==> src/rtl/dds_pkg.sv <==
// Shared constants, FSM state type and threshold helper for the DDS frequency meter.
// Thresholds are computed in 9 bits so large hysteresis values saturate instead of wrapping.
package dds_pkg;

  localparam logic [7:0] MID = 8'd128;

  typedef enum logic {
    SEEK = 1'b0,
    MEAS = 1'b1
  } state_t;

  typedef struct packed {
    logic [7:0] hi;
    logic [7:0] lo;
  } thr_t;

  function automatic thr_t calc_thr(input logic [7:0] hyst);
    logic [8:0] hi_s;
    logic [8:0] lo_s;
    thr_t       t;
    hi_s = {1'b0, MID} + {1'b0, hyst};
    lo_s = {1'b0, MID} - {1'b0, hyst};
    t.hi = hi_s[8] ? 8'd255 : hi_s[7:0];
    t.lo = lo_s[8] ? 8'd0 : lo_s[7:0];
    return t;
  endfunction

endpackage

==> src/rtl/dds_freq_meter_cross.sv <==
// Input register, hysteresis comparator and registered rising-crossing pulse.
// The pulse is aligned with the cycle in which the comparator level first reads 1.
module dds_cross_det
  import dds_pkg::*;
#(
  parameter logic [7:0] HYST = 8'd16
) (
  input  logic       clk,
  input  logic       rstn,
  input  logic       en,
  input  logic [7:0] data_in,
  output logic [7:0] s_q,
  output logic       rise
);

  localparam thr_t THR = calc_thr(HYST);

  logic lvl_r;
  logic lvl_next_s;

  // Hysteresis decision on the registered sample; set wins if thresholds coincide
  always_comb begin
    lvl_next_s = lvl_r;
    if (s_q >= THR.hi) begin
      lvl_next_s = 1'b1;
    end else if (s_q <= THR.lo) begin
      lvl_next_s = 1'b0;
    end else begin
      lvl_next_s = lvl_r;
    end
  end

  // Sample register, comparator level and rising-edge pulse
  always_ff @(posedge clk or negedge rstn) begin
    if (!rstn) begin
      s_q   <= 8'd0;
      lvl_r <= 1'b0;
      rise  <= 1'b0;
    end else begin
      s_q <= data_in;
      if (en) begin
        lvl_r <= lvl_next_s;
        rise  <= lvl_next_s & ~lvl_r;
      end else begin
        lvl_r <= 1'b0;
        rise  <= 1'b0;
      end
    end
  end

endmodule

==> src/rtl/dds_freq_meter.sv <==
// Tone meter: counts clock cycles over 2^AVG_LOG2 rising crossings and reports the
// peak-to-peak amplitude of the same window, with a timeout-driven no-signal flag.
module dds_freq_meter
  import dds_pkg::*;
#(
  parameter logic [7:0]  HYST     = 8'd16,
  parameter int          AVG_LOG2 = 4,
  parameter int          CNT_W    = 32,
  parameter logic [31:0] TIMEOUT  = 32'd50_000_000
) (
  input  logic             clk,
  input  logic             rstn,
  input  logic             en,
  input  logic [7:0]       data_in,
  output logic [CNT_W-1:0] period_sum,
  output logic [7:0]       vpp,
  output logic             meas_valid,
  output logic             no_signal
);

  localparam logic [8:0]  NWIN    = 9'd1 << AVG_LOG2;
  localparam logic [63:0] TO_LAST = 64'(TIMEOUT) - 64'd1;

  logic [7:0]       s_q_s;
  logic             rise_s;
  state_t           state_r, state_n;
  logic [CNT_W-1:0] cnt_r, cnt_n, cnt_inc_s, psum_n;
  logic [8:0]       ncross_r, ncross_n;
  logic [7:0]       min_r, min_n, max_r, max_n, vpp_n;
  logic             valid_n, nosig_n, timeout_s;

  dds_cross_det #(.HYST(HYST)) u_cross (
    .clk     (clk),
    .rstn    (rstn),
    .en      (en),
    .data_in (data_in),
    .s_q     (s_q_s),
    .rise    (rise_s)
  );

  // Saturating increment keeps the counter from wrapping when TIMEOUT exceeds its range
  assign cnt_inc_s = (&cnt_r) ? cnt_r : cnt_r + CNT_W'(1'b1);
  assign timeout_s = (64'(cnt_r) == TO_LAST);

  // Next-state and output decode; a rise always takes precedence over a timeout
  always_comb begin
    state_n  = state_r;
    cnt_n    = cnt_inc_s;
    ncross_n = ncross_r;
    min_n    = min_r;
    max_n    = max_r;
    psum_n   = period_sum;
    vpp_n    = vpp;
    valid_n  = 1'b0;
    nosig_n  = no_signal;
    if (!en) begin
      state_n  = SEEK;
      cnt_n    = '0;
      ncross_n = 9'd0;
      min_n    = 8'd255;
      max_n    = 8'd0;
    end else begin
      case (state_r)
        SEEK: begin
          min_n = 8'd255;
          max_n = 8'd0;
          if (rise_s) begin
            state_n  = MEAS;
            cnt_n    = '0;
            ncross_n = 9'd0;
            min_n    = s_q_s;
            max_n    = s_q_s;
          end else if (timeout_s) begin
            cnt_n   = '0;
            nosig_n = 1'b1;
          end else begin
            cnt_n = cnt_inc_s;
          end
        end
        MEAS: begin
          min_n = (s_q_s < min_r) ? s_q_s : min_r;
          max_n = (s_q_s > max_r) ? s_q_s : max_r;
          if (rise_s) begin
            if ((ncross_r + 9'd1) == NWIN) begin
              psum_n   = cnt_inc_s;
              vpp_n    = max_r - min_r;
              valid_n  = 1'b1;
              nosig_n  = 1'b0;
              cnt_n    = '0;
              ncross_n = 9'd0;
              min_n    = s_q_s;
              max_n    = s_q_s;
            end else begin
              ncross_n = ncross_r + 9'd1;
            end
          end else if (timeout_s) begin
            state_n = SEEK;
            cnt_n   = '0;
            nosig_n = 1'b1;
            min_n   = 8'd255;
            max_n   = 8'd0;
          end else begin
            cnt_n = cnt_inc_s;
          end
        end
        default: begin
          state_n  = SEEK;
          cnt_n    = '0;
          ncross_n = 9'd0;
        end
      endcase
    end
  end

  // State, counters, extrema and registered outputs
  always_ff @(posedge clk or negedge rstn) begin
    if (!rstn) begin
      state_r    <= SEEK;
      cnt_r      <= '0;
      ncross_r   <= 9'd0;
      min_r      <= 8'd255;
      max_r      <= 8'd0;
      period_sum <= '0;
      vpp        <= 8'd0;
      meas_valid <= 1'b0;
      no_signal  <= 1'b0;
    end else begin
      state_r    <= state_n;
      cnt_r      <= cnt_n;
      ncross_r   <= ncross_n;
      min_r      <= min_n;
      max_r      <= max_n;
      period_sum <= psum_n;
      vpp        <= vpp_n;
      meas_valid <= valid_n;
      no_signal  <= nosig_n;
    end
  end

endmodule

==> config.mk <==
export PLATFORM = sky130hd
export DESIGN_NAME = dds_freq_meter
export DESIGN_NICKNAME = d
export VERILOG_FILES = /design/src/rtl/dds_pkg.sv /design/src/rtl/dds_freq_meter_cross.sv /design/src/rtl/dds_freq_meter.sv
export SDC_FILE = /design/constraint.sdc
export NUM_CORES = 1
export LEC_CHECK = 0
export ABC_AREA = 0
export ABC_CLOCK_PERIOD_IN_PS = 3100
export BUFFER_PORTS_ARGS = -buffer_cell sky130_fd_sc_hd__buf_4
export CORE_MARGIN = 2
export CORE_UTILIZATION = 40
export DETAILED_ROUTE_END_ITERATION = 16
export PLACE_DENSITY_LB_ADDON = 0.05
export SLEW_MARGIN = 20
export SYNTH_ARGS = -nofsm -noshare
export SYNTH_HDL_FRONTEND = slang
export SYNTH_SLANG_ARGS = --single-unit
==> constraint.sdc <==
create_clock -name clk -period 3.1 [get_ports clk]
set_input_delay 0.155 -clock clk [delete_from_list [all_inputs] [get_ports clk]]
set_output_delay 0.155 -clock clk [all_outputs]
set_load 0.1 [all_outputs]
Word level (Yosys, flattened, before mapping):

Index checks and enable logic that the tools add are counted.

* flip-flop bits (word level): 110
* latch bits: 0
* RAM bits: 0
* ROM bits: 0
* input bits: 11
* output and inout port bits: 42
* word-level logic and storage cells: 76
* memories kept: 0

* add/sub/neg operators: 3
* $mul: 0
* divide/modulo/power cells: 0
* order comparisons: 4
* eq/ne operators: 6
* shift-type cells: 0
* muxes and demuxes: 44
* bitwise operators: 3
* reductions and logical operators: 4

Operators with widths (number)
* $mux 32: 6
* $mux 8: 12
* $pmux 32 s2: 1
* $mux 9: 4
* $add 32x1->32 const B: 1
* $eq 32x26->1 const B: 1
* $pmux 8 s2: 2
* $reduce_and 32->1: 1
* $pmux 9 s2: 1
* $mux 1: 16
* $add 9x1->9 const B: 1
* $eq 9x5->1 const B: 1
* $ge 8x8->1 const B: 1
* $gt 8x8->1: 1
* $le 8x7->1 const B: 1
* $lt 8x8->1: 1
* $sub 8x8->8: 1
* $ne 3x2->1 const B: 2
* $pmux 1 s2: 2
* $reduce_and 4->1: 1
* $ne 3x3->1 const B: 1
* $reduce_and 3->1: 1
* $ne 2x2->1 const B: 1
* $not 1->1: 2
* 2 further kinds: 2

Depth between registers and ports, before layout:

Gate-level depths: netlist (run 1).

* word-level depth: 6
* depth in mapped cells: 9
* depth with buffers taken out: 9

Cells and area by module:

A second synthesis (run 1) with hierarchy kept.

* cells, all modules: 541
* area, all modules: 5456.5 sq um

Modules (own cells, without submodules)
* dds_freq_meter: instances 1, cells an instance 523, area an instance 5152.4 sq um
* dds_cross_det: instances 1, cells an instance 18, area an instance 304.0 sq um

Worst setup path before layout (run 1):

OpenSTA, ideal clock, no wires.

* path type: flip-flop to flip-flop
* start: register ncross_r[0]
* end: register period_sum[11]
* setup time: 0.128 ns
* arrival: 2.070 ns
* slack: 0.902 ns
* stages on the path, launching flop included: 8
* buffers on the path: 1
* period minus slack after synthesis: 2.198 ns
* cell sequence: dfrtp_1 -> ha_1 -> and4_1 -> nor4_1 -> nor3b_2 -> nor3_4 -> buf_4 -> mux2_1

* longest elaborated chain between the ends: 3

RTL lines
* from (decl): RTL line dds_freq_meter.sv:28 `logic [8:0] ncross_r, ncross_n;`
* from (signal assigned): RTL line dds_freq_meter.sv:130 `ncross_r <= ncross_n;`
* $add 9x1->9: RTL line dds_freq_meter.sv:84 `if ((ncross_r + 9'd1) == NWIN) begin`
* $eq 9x5->1: RTL line dds_freq_meter.sv:84
* $reduce_and 4->1 (no line)
* to (signal assigned): RTL line dds_freq_meter.sv:133 `period_sum <= psum_n;`
* to (decl): RTL line dds_freq_meter.sv:15 `output logic [CNT_W-1:0] period_sum,`

No other way between the ends.
A chain may end at the register's enable or synchronous reset.

Final worst setup path (run 1):

* start: register cnt_r[21]
* end: register period_sum[31]

* longest elaborated chain between the ends: 2
* elaborated cells between the ends (all ways): 3
* classes of those cells: 1 x add/sub; 1 x mux; 1 x reduce/logical

RTL lines
* from (decl): RTL line dds_freq_meter.sv:27 `logic [CNT_W-1:0] cnt_r, cnt_n, cnt_inc_s, psum_n;`
* from (signal assigned): RTL line dds_freq_meter.sv:129 `cnt_r <= cnt_n;`
* $add 32x1->32 or $reduce_and 32->1 (tied branches): RTL line dds_freq_meter.sv:42 `assign cnt_inc_s = (&cnt_r) ? cnt_r : cnt_r + CNT_W'(1'b1);`
* $mux 32 *: RTL line dds_freq_meter.sv:42

Mark *: on every way between the ends. The rest lies on a longest branch, timed or not.

==> reports/summary.txt, run 1 <==
Outcome: finished clean
CTS sink cnt: 110
Post-synth ARST share: 100%
Cell Rows: 42
Final instance area: 6460 µm²
Initial antenna violation count: 0
Fillers: 1293
Clk_skew: 0.00607 ns
Post-synth top area share: 46.4%
Synthesized area per cell: 10.2 µm²
Max cap viols: 0
Synth Net Count: 577
Initial Util: 41.2%
Max Freq: 0.387 GHz
CP max FO: 14
RSZ-0062 raised after global routing: false
Worst path top cell family by delay: simple AND/OR/NAND/NOR gates
Drt pass-1 iters: 4
Largest family of logic cells by synthesized area: simple AND/OR/NAND/NOR gates
Final period util: 83.3%
I/O pins: 53
Final wirelength: 12.1 mm
Post-synth top area cell: dfrtp_1
Final Hold Fails: 0
Pwr Density: 448 nW/µm²
Synth area leaders: dfrtp_1 (46%), ha_1 (5.5%), nor2_1 (4.6%)
Syn. warnings: 0
Worst r2r path cells: 6
CP bufs+invs: 0
Post-Synth XOR/XNOR Area: 4.46%
Largest stage delay on the critical path: 0.59 ns
Vias in the first global route: 4023
Largest net degree at the start of global routing: 67
Htree depth: 3
GRT Residual Overflow: 0
Clock transition at the registers of the reported paths: 0.07 ns
P_int: 2210 µW
1st-iter DRT viols: 251
Vias per cell: 5.29
Ant. Diodes: 0
CP max stage cell: nand3_1
Worst-Skew Late Latency: 0.35 ns
WHS: 0.109 ns
DIE AREA: 14700 µm²
Drt drc: 0
Area of the multi-input gates: 2530 µm²
Cell variety after synth: 53
Yosys reg bits: 110
Total CTS buffers: 9
Syn Std Cell Area: 5500 µm²
Layout cell share with drive strength beyond 1: 15.1%
Endpoints failing setup: 0
Area grow syn2layout: 17.4%
Proportion of synthesized area in mux cells: 4.27%
DP Area: 6070 µm²
Combinational cell fraction of total power: 8.0%
Compound-Gate Fraction of Synth Area: 12.3%
WP data required: 3.33 ns
Post-route insts no fill: 780
Core region area: 13300 µm²
Clock Power Share: 40.3%
CTS tree: built
Switching Share: 23.6%
Arr. time, crit path: 2.82 ns
Dpl cells: 755
Crit path launch type: flip-flop
GRT Total Usage: 17.6%
Die Width: 121 µm
Post-synthesis adder-cell area fraction: 5.82%
Final Max Tran Viols: 0
Seq/Total Area, Yosys: 50.2%
First-pass GRT wire length: 20.2 mm
Clock buffer depth: 2
Clock tree root buffer cell: clkbuf_16
Die height: 121 µm
DR WL/cell: 15.5 µm
Seq pwr share: 51.7%
Main synth FF type: dfrtp_1
Mapped Cells: 541
Slew headroom: 43.1%
Leak: 0.00299 µW
Post-synthesis simple-gate area fraction: 19.1%
CP Depth: 6
Gpl congestion: 0.914
Most frequent cells in the layout: dfrtp_1 (102), nor2_1 (67), buf_4 (53)
Slew of the pin with the lowest slew margin: 0.854 ns
Crit path time final: 2.58 ns
EDFF count, synth: 0
Worst Setup Path Type: reg -> reg
Register area: 2760 µm²
HPWL Detailed: 8.57 mm
Via count: 4129
Most common cell after layout, fill and taps aside: dfrtp_1
IO Port Bufs: 52
Crit path cell chain: nand4_1 > nor4_4 > nand3_1 > nand4b_1 > xor2_1 > a21oi_1
CP Capture Type: flip-flop
Setup_tns: 0 ns
Hold WC Path Type: in -> reg
Post-route ant nets: 0
P_sw: 683 µW
Worst VDD drop: 0.000318 V
Final net count: 635
Hold path cells: 2
-- flip-flops by register name, summed over array words and instances, names as in the netlist --
signal	count
min_r	8
period_sum	32
state_r	1
ncross_r	9
no_signal	1
u_cross.rise	1
meas_valid	1
vpp	8
u_cross.lvl_r	1
max_r	8
cnt_r	32
u_cross.s_q	8
-- per-stage QoR --
step           util [%]  setup WS (ns)  power, µW
2_1_floorplan         -          0.902       1660
3_3_place_gp       45.5          0.671       1750
3_5_place_dp       45.5          0.585       1750
4_1_cts            48.4          0.554       2950
5_1_grt            48.4          0.290       3040
6_report           48.4          0.518       2890
-- cells in the mapped netlist, types with 12 or more instances --
master   instances
nand3_1         18
nor2b_1         13
nand2_1         28
dfrtp_1        102
xor2_1          13
o21ai_0         22
nor3_1          12
nor2_1          67
ha_1            24
inv_1           31
nand4_1         21
a21oi_1         38
xnor2_1         15
-- power by group through the flow --
stage | logic [µW] | clock network [µW] | registers, µW
global placement | 223 | 0 | 1530
finish | 231 | 1170 | 1500
CTS | 238 | 1210 | 1500
global route | 268 | 1270 | 1500
detailed placement | 229 | 0 | 1530
floorplan | 146 | 0 | 1520
-- worst paths after layout --
check / start / end / slack [ns]
max: cnt_r[21] / period_sum[31] / 0.52
min: en / u_cross.lvl_r / 0.11
max reg2reg: cnt_r[21] / period_sum[31] / 0.52
min reg2reg: u_cross.lvl_r / u_cross.rise / 0.47
max in group asynchronous: rstn / min_r[5] / 1.84
min in group asynchronous: rstn / period_sum[11] / 0.47
-- metal layers --
| layer | vias up | track usage, % | routed length, µm |
|---|---|---|---|
| li1 | 2046 | - | - |
| met1 | 1992 | 23.4 | 5700 |
| met2 | 74 | 28.0 | 5780 |
| met3 | 17 | 4.37 | 438 |
| met4 | 0 | 5.82 | 177 |
| met5 | - | 0 | 0 |
-- repair_timing --
action                                 4_1_cts  5_1_grt
endpoints found under the hold margin       69        0
resized for setup                            0        0
hold buffers                                 9        0
buffers inserted                             0        0
-- kinds of logic (layout without fill, tap and decap cells) --
| family | count (synthesis) | in the layout |
|---|---|---|
| and+or+nand+nor | 202 | 202 |
| DFF | 110 | 110 |
| AOI/OAI and AO/OA | 106 | 106 |
| buffers and inverters | 48 | 111 |
| xor gates and xnor gates | 28 | 28 |
| adders and majority gates | 25 | 25 |
| muxes | 22 | 22 |
-- area by class of cell --
type | count | area share [%]
Multi-Input combinational cell | 383 | 39.2
Sequential cell | 110 | 42.8
Timing Repair Buffer | 64 | 8.17
Tap cell | 176 | 3.41
Clock inverter | 6 | 0.949
Inverter | 31 | 1.80
Clock buffer | 10 | 3.70
Power figures use the tool's default switching activity.
==> inputs of run 2 (changes only) <==
--- a/config.mk
+++ b/config.mk
@@ -5,8 +5,8 @@
 export SDC_FILE = /design/constraint.sdc
 export NUM_CORES = 1
 export LEC_CHECK = 0
-export ABC_AREA = 0
-export ABC_CLOCK_PERIOD_IN_PS = 3100
+export ABC_AREA = 1
+export ABC_CLOCK_PERIOD_IN_PS = 2300
 export BUFFER_PORTS_ARGS = -buffer_cell sky130_fd_sc_hd__buf_4
 export CORE_MARGIN = 2
 export CORE_UTILIZATION = 40
==> constraint.sdc (replaced) <==
create_clock -name clk -period 2.3 [get_ports clk]
set_input_delay 0.115 -clock clk [delete_from_list [all_inputs] [get_ports clk]]
set_output_delay 0.115 -clock clk [all_outputs]
set_load 0.1 [all_outputs]
==> run 2 against run 1 <==
Compared with the run above:
- clock skew increased by 0.00095 ns
- final cell count increased by 42%
- clock power increased by 47%
- setup slack got worse by 0.33 ns
- via count increased by 38%
- combinational power increased by 54%
- hold slack got worse by 0.067 ns
- total power increased by 40%
- clock-buffer cell count increased by 1
- register-to-register slack got worse by 0.33 ns
- highest routed layer unchanged
==> reports/summary.txt, run 2 <==
Outcome: finished clean
Main synth FF type: dfrtp_1
Post-synth top area cell: dfrtp_1
Initial antenna violation count: 0
First-pass GRT wire length: 27.5 mm
CTS tree: built
Drt drc: 0
Final period util: 91.7%
Synth Net Count: 862
DR WL/cell: 15.0 µm
Hold WC Path Type: in -> reg
Dpl cells: 1078
Die Width: 129 µm
Crit path launch type: flip-flop
Slew of the pin with the lowest slew margin: 0.655 ns
Post-route insts no fill: 1111
Cell Rows: 45
Vias in the first global route: 5531
Die height: 129 µm
Clock transition at the registers of the reported paths: 0.07 ns
Arr. time, crit path: 2.36 ns
Final Max Tran Viols: 0
Largest regs: cnt_r (32), period_sum (32), ncross_r (9)
End of the critical path: period_sum[29]
Post-synth ARST share: 100%
Slew headroom: 56.0%
Yosys reg bits: 110
1st-iter DRT viols: 402
Final core utilization: 49.6%
Gpl congestion: 0.902
Syn Std Cell Area: 6240 µm²
R2r setup slk: 0.19 ns
GRT Total Usage: 21.0%
Pwr Density: 539 nW/µm²
Max cap viols: 0
Worst r2r src: ncross_r[1]
Worst Setup Path Type: reg -> reg
Core region area: 15200 µm²
Synth area leaders: dfrtp_1 (41%), nand2_1 (15%), inv_1 (6.6%)
CP Capture Type: flip-flop
DIE AREA: 16600 µm²
EDFF count, synth: 0
Htree depth: 3
Final Hold Fails: 0
Final wirelength: 16.6 mm
Max Freq: 0.474 GHz
Synthesized area per cell: 7.56 µm²
Worst-Skew Late Latency: 0.36 ns
HPWL Detailed: 12.2 mm
Most common cell after layout, fill and taps aside: nand2_1
Total CTS buffers: 9
Worst r2r path cells: 15
Synth cell count leaders: nand2_1 (242), inv_1 (110), dfrtp_1 (102)
Drt pass-1 iters: 6
Crit path time final: 2.11 ns
Fillers: 1515
DP Area: 7030 µm²
Final setup margin: 0.191 ns
Via count: 5682
Most frequent cells in the layout: nand2_1 (241), inv_1 (110), dfrtp_1 (102)
I/O pins: 53
Worst Setup SP: ncross_r[1]
CP max FO: 22
Count leader, synth: nand2_1
Endpoints failing setup: 0
Layout cell share with drive strength beyond 1: 14.4%
Ant. Diodes: 0
IO Port Bufs: 52
Syn. warnings: 0
Leak: 0.00379 µW
Post-route ant nets: 0
Clk_skew: 0.00701 ns
Mapped Cells: 826
GRT Residual Overflow: 0
FF-to-FF End: period_sum[29]
CTS sink cnt: 110
Largest net degree at the start of global routing: 46
Initial Util: 41.1%
Post-synth top area share: 40.9%
WP data required: 2.55 ns
Final net count: 954
Worst VDD drop: 0.000370 V
Final instance area: 7540 µm²
Clock buffer depth: 2
Clock tree root buffer cell: clkbuf_16
Cell variety after synth: 39
Vias per cell: 5.11
Place WS: 0.175 ns
Seq/Total Area, Yosys: 44.3%
Area grow syn2layout: 20.8%
run 2: changes by cell type after synthesis, sizes merged, moves of 11 or more:
cell / change
nand2: +215
inv: +80
nand3: +57
o21ai: +28
nor2: +18
a21oi: -14
nor2b: -13
mux2: -12
xor2: +11
run 2: kinds of logic (layout without fill, tap and decap cells):
logic type / Yosys count / count (layout) / share of synthesized area, %
simple gates: 439 / 439 / 29.9
buf+inv: 132 / 229 / 8.60
xor+xnor: 30 / 30 / 4.21
mux: 1 / 1 / 0.160
flops: 110 / 110 / 44.3
fa+ha+maj: 25 / 25 / 5.13
compound gates: 89 / 89 / 7.74
run 2: where the power goes:
| part | switching, µW | total (µW) | leakage (µW) | internal, µW |
|---|---|---|---|---|
| clock network | 728 | 1720 | 0.000160 | 988 |
| registers | 29.0 | 1990 | 0.00149 | 1960 |
| logic | 225 | 356 | 0.00214 | 131 |
run 2: through the flow:
step	hold slack [ns]	total power, µW	TNS, ns
finish	0.0419	4060	0
global route	0.0390	4240	-0.0572
CTS	0.0276	4130	0
detailed placement	0.0906	2370	0
global placement	0.0884	2360	0
floorplan	-0.181	2220	0
run 2: timing repair:
action                                  4_1_cts  5_1_grt
endpoints found under the hold margin        39        0
resized for setup                             0        6
buffers inserted                              0        7
endpoints found under the setup margin        0       83
hold buffers                                  9        0
run 2: layout make-up:
cell class / count / area (µm²) / share of cell area [%]
clock buffer: 11 / 243 / 3.22
multi-input combinational: 584 / 2950 / 39.2
inverter: 111 / 419 / 5.56
tap: 188 / 235 / 3.12
timing repair buffer: 102 / 843 / 11.2
sequential: 110 / 2760 / 36.6
clock inverter: 5 / 82.6 / 1.10
run 2: how the worst min path moves through the flow:
| stage | to | cells after the start | startpoint |
|---|---|---|---|
| 2_1_floorplan | cnt_r[0] | 0 | rstn |
| 3_3_place_gp | cnt_r[15] | 1 | rstn |
| 3_5_place_dp | cnt_r[16] | 1 | rstn |
| 4_1_cts | min_r[2] | 2 | en |
| 5_1_grt | min_r[2] | 2 | en |
| 6_report | min_r[0] | 2 | en |
run 2: layer usage:
metal  part of all wire [%]  vias to the layer above  track usage, %  wire length (µm)
met5                      0                        -               0                 0
met4                    3.0                        0            7.61               503
met3                    4.4                       30            4.37               739
met2                     47                      153            34.3              7870
met1                     45                     2678            27.5              7500
li1                       -                     2821               -                 -
run 2: critical path, stage by stage, from the launching register on:
cell       delay [ns]
dfrtp_1          0.39
ha_1             0.17
nand2_1          0.11
nor2_4           0.17
nand2_1          0.07
nand2_1          0.07
nand2_1          0.05
inv_1            0.10
nand3_2          0.10
nor2_4           0.12
nand2_4          0.11
nor2_8           0.11
inv_4            0.10
clkbuf_16        0.20
nand2_1          0.06
o21ai_1          0.05
==> inputs of run 3 (changes only) <==
--- a/config.mk
+++ b/config.mk
@@ -6,7 +6,7 @@
 export NUM_CORES = 1
 export LEC_CHECK = 0
 export ABC_AREA = 1
-export ABC_CLOCK_PERIOD_IN_PS = 2300
+export ABC_CLOCK_PERIOD_IN_PS = 2450
 export BUFFER_PORTS_ARGS = -buffer_cell sky130_fd_sc_hd__buf_4
 export CORE_MARGIN = 2
 export CORE_UTILIZATION = 40
==> constraint.sdc (replaced) <==
create_clock -name clk -period 2.45 [get_ports clk]
set_input_delay 0.1225 -clock clk [delete_from_list [all_inputs] [get_ports clk]]
set_output_delay 0.1225 -clock clk [all_outputs]
set_load 0.1 [all_outputs]
==> run 3 against run 2 <==
Compared with the run above:
- via count shrank 3.8%
- clock power shrank 6%
- critical path depth shrank 2
- fmax shrank 4.3%
- sequential share of layout area grew 0.66 points
- hold slack gained 0.0067 ns
- clock-buffer cell count shrank 1
- total power shrank 6.1%
- clock skew is essentially flat
- utilization shrank 0.88 points
- first-iteration DRC count shrank 8.5%
==> reports/summary.txt, run 3 (synthesis results as in run 2) <==
Outcome: finished clean
Initial antenna violation count: 0
Worst r2r src: cnt_r[0]
Drt pass-1 iters: 5
HPWL Detailed: 12.0 mm
DR WL/cell: 14.8 µm
WHS Endpoint: min_r[5]
Clk_skew: 0.00728 ns
Worst-Skew Late Latency: 0.35 ns
Area grow syn2layout: 18.6%
Slew headroom: 61.3%
Slew of the pin with the lowest slew margin: 0.574 ns
Final Max Tran Viols: 0
Via count: 5468
I/O pins: 53
Post-route insts no fill: 1093
Drt drc: 0
Vias in the first global route: 5419
Die Width: 129 µm
CTS sink cnt: 110
Ant. Diodes: 0
Final setup margin: 0.245 ns
Max cap viols: 0
Max Freq: 0.454 GHz
Dpl cells: 1067
Gpl congestion: 0.924
Most common cell after layout, fill and taps aside: nand2_1
Clock buffer depth: 2
Final core utilization: 48.7%
WL met2: 7.54 mm
Initial Util: 41.1%
GRT Residual Overflow: 0
Top Layer Used: met4
Hold wc startpoint: en
Core region area: 15200 µm²
Arr. time, crit path: 2.43 ns
R2r setup slk: 0.25 ns
Hold WC Path Type: in -> reg
Endpoints failing setup: 0
Place WS: 0.169 ns
Final net count: 936
Total CTS buffers: 9
DIE AREA: 16600 µm²
Vias per cell: 5.00
CP max FO: 16
GRT Total Usage: 20.5%
Met1 WL: 7.68 mm
Leak: 0.00369 µW
Largest regs: cnt_r (32), period_sum (32), ncross_r (9)
Die height: 129 µm
Worst Setup Path Type: reg -> reg
WP data required: 2.68 ns
Pwr Density: 515 nW/µm²
1st-iter DRT viols: 368
Met3 routed WL: 562 µm
Crit path time final: 2.20 ns
Htree depth: 3
Final wirelength: 16.2 mm
IO Port Bufs: 52
First-pass GRT wire length: 26.7 mm
CTS tree: built
Cell Rows: 45
Post-route ant nets: 0
Final Power: 3820 µW
Worst r2r path cells: 13
Clock transition at the registers of the reported paths: 0.07 ns
Largest net degree at the start of global routing: 70
Layout cell share with drive strength beyond 1: 12.6%
Final Hold Fails: 0
CP Capture Type: flip-flop
Hold path cells: 2
Crit path launch type: flip-flop
FF-to-FF End: max_r[3]
Worst VDD drop: 0.000483 V
Most frequent cells in the layout: nand2_1 (242), inv_1 (109), dfrtp_1 (102)
Final period util: 90.0%
Clock tree root buffer cell: clkbuf_16
## run 3: area by class of cell
| cell class | count | area, µm² |
|---|---|---|
| Fill cell | 1504 | 7800 |
| Multi-Input combinational cell | 584 | 2950 |
| Sequential cell | 110 | 2760 |
| Timing Repair Buffer | 84 | 703 |
| Inverter | 111 | 423 |
| Clock buffer | 10 | 239 |
| Tap cell | 188 | 235 |
| Clock inverter | 6 | 91.3 |
## run 3: report_power, final
group / leakage, µW / internal, µW / total [µW] / switching, µW
Sequential: 0.00149 / 1840 / 1880 / 32.4
Combinational: 0.00204 / 118 / 325 / 207
Clock: 0.000163 / 932 / 1620 / 684
Total: 0.00369 / 2890 / 3820 / 923
## run 3: worst max-delay path by stage
stage | startpoint | depth (start not counted) | to
2_1_floorplan | ncross_r[1] | 15 | vpp[0]
3_3_place_gp | cnt_r[0] | 11 | period_sum[18]
3_5_place_dp | cnt_r[0] | 11 | period_sum[18]
4_1_cts | cnt_r[0] | 11 | period_sum[18]
5_1_grt | cnt_r[0] | 11 | period_sum[18]
6_report | cnt_r[0] | 13 | max_r[3]
## run 3: metrics by stage
stage          setup TNS (ns)  hold WS (ns)  cell area (µm²)
6_report                    0        0.0486             7400
5_1_grt              -0.00420        0.0499             7400
4_1_cts                     0        0.0285             7370
3_5_place_dp                0         0.157             6950
3_3_place_gp                0         0.147             6950
2_1_floorplan               0        -0.173             6240
## run 3: per-layer routing
| layer | track usage [%] | vias to the layer above |
|---|---|---|
| met5 | 0 | - |
| met4 | 6.84 | 0 |
| met3 | 4.03 | 28 |
| met2 | 33.8 | 114 |
| met1 | 27.1 | 2539 |
| li1 | - | 2787 |
## run 3: worst max-delay path, stage by stage (launching register included)
cell and delay [ns]:
dfrtp_1 0.42, ha_1 0.20, nand2_1 0.08, nor2_1 0.13, inv_1 0.10, nor2_1 0.17
inv_1 0.11, nor2_1 0.14, nand4_1 0.14, nand2_1 0.17, clkinvlp_4 0.11, buf_12 0.15
nand3_1 0.09, a21oi_1 0.06
## run 3: repair_timing
item	4_1_cts	5_1_grt
setup endpoints to repair	0	46
hold buffers	9	0
setup buffers	0	1
gates resized for setup	0	5
endpoints found under the hold margin	45	0
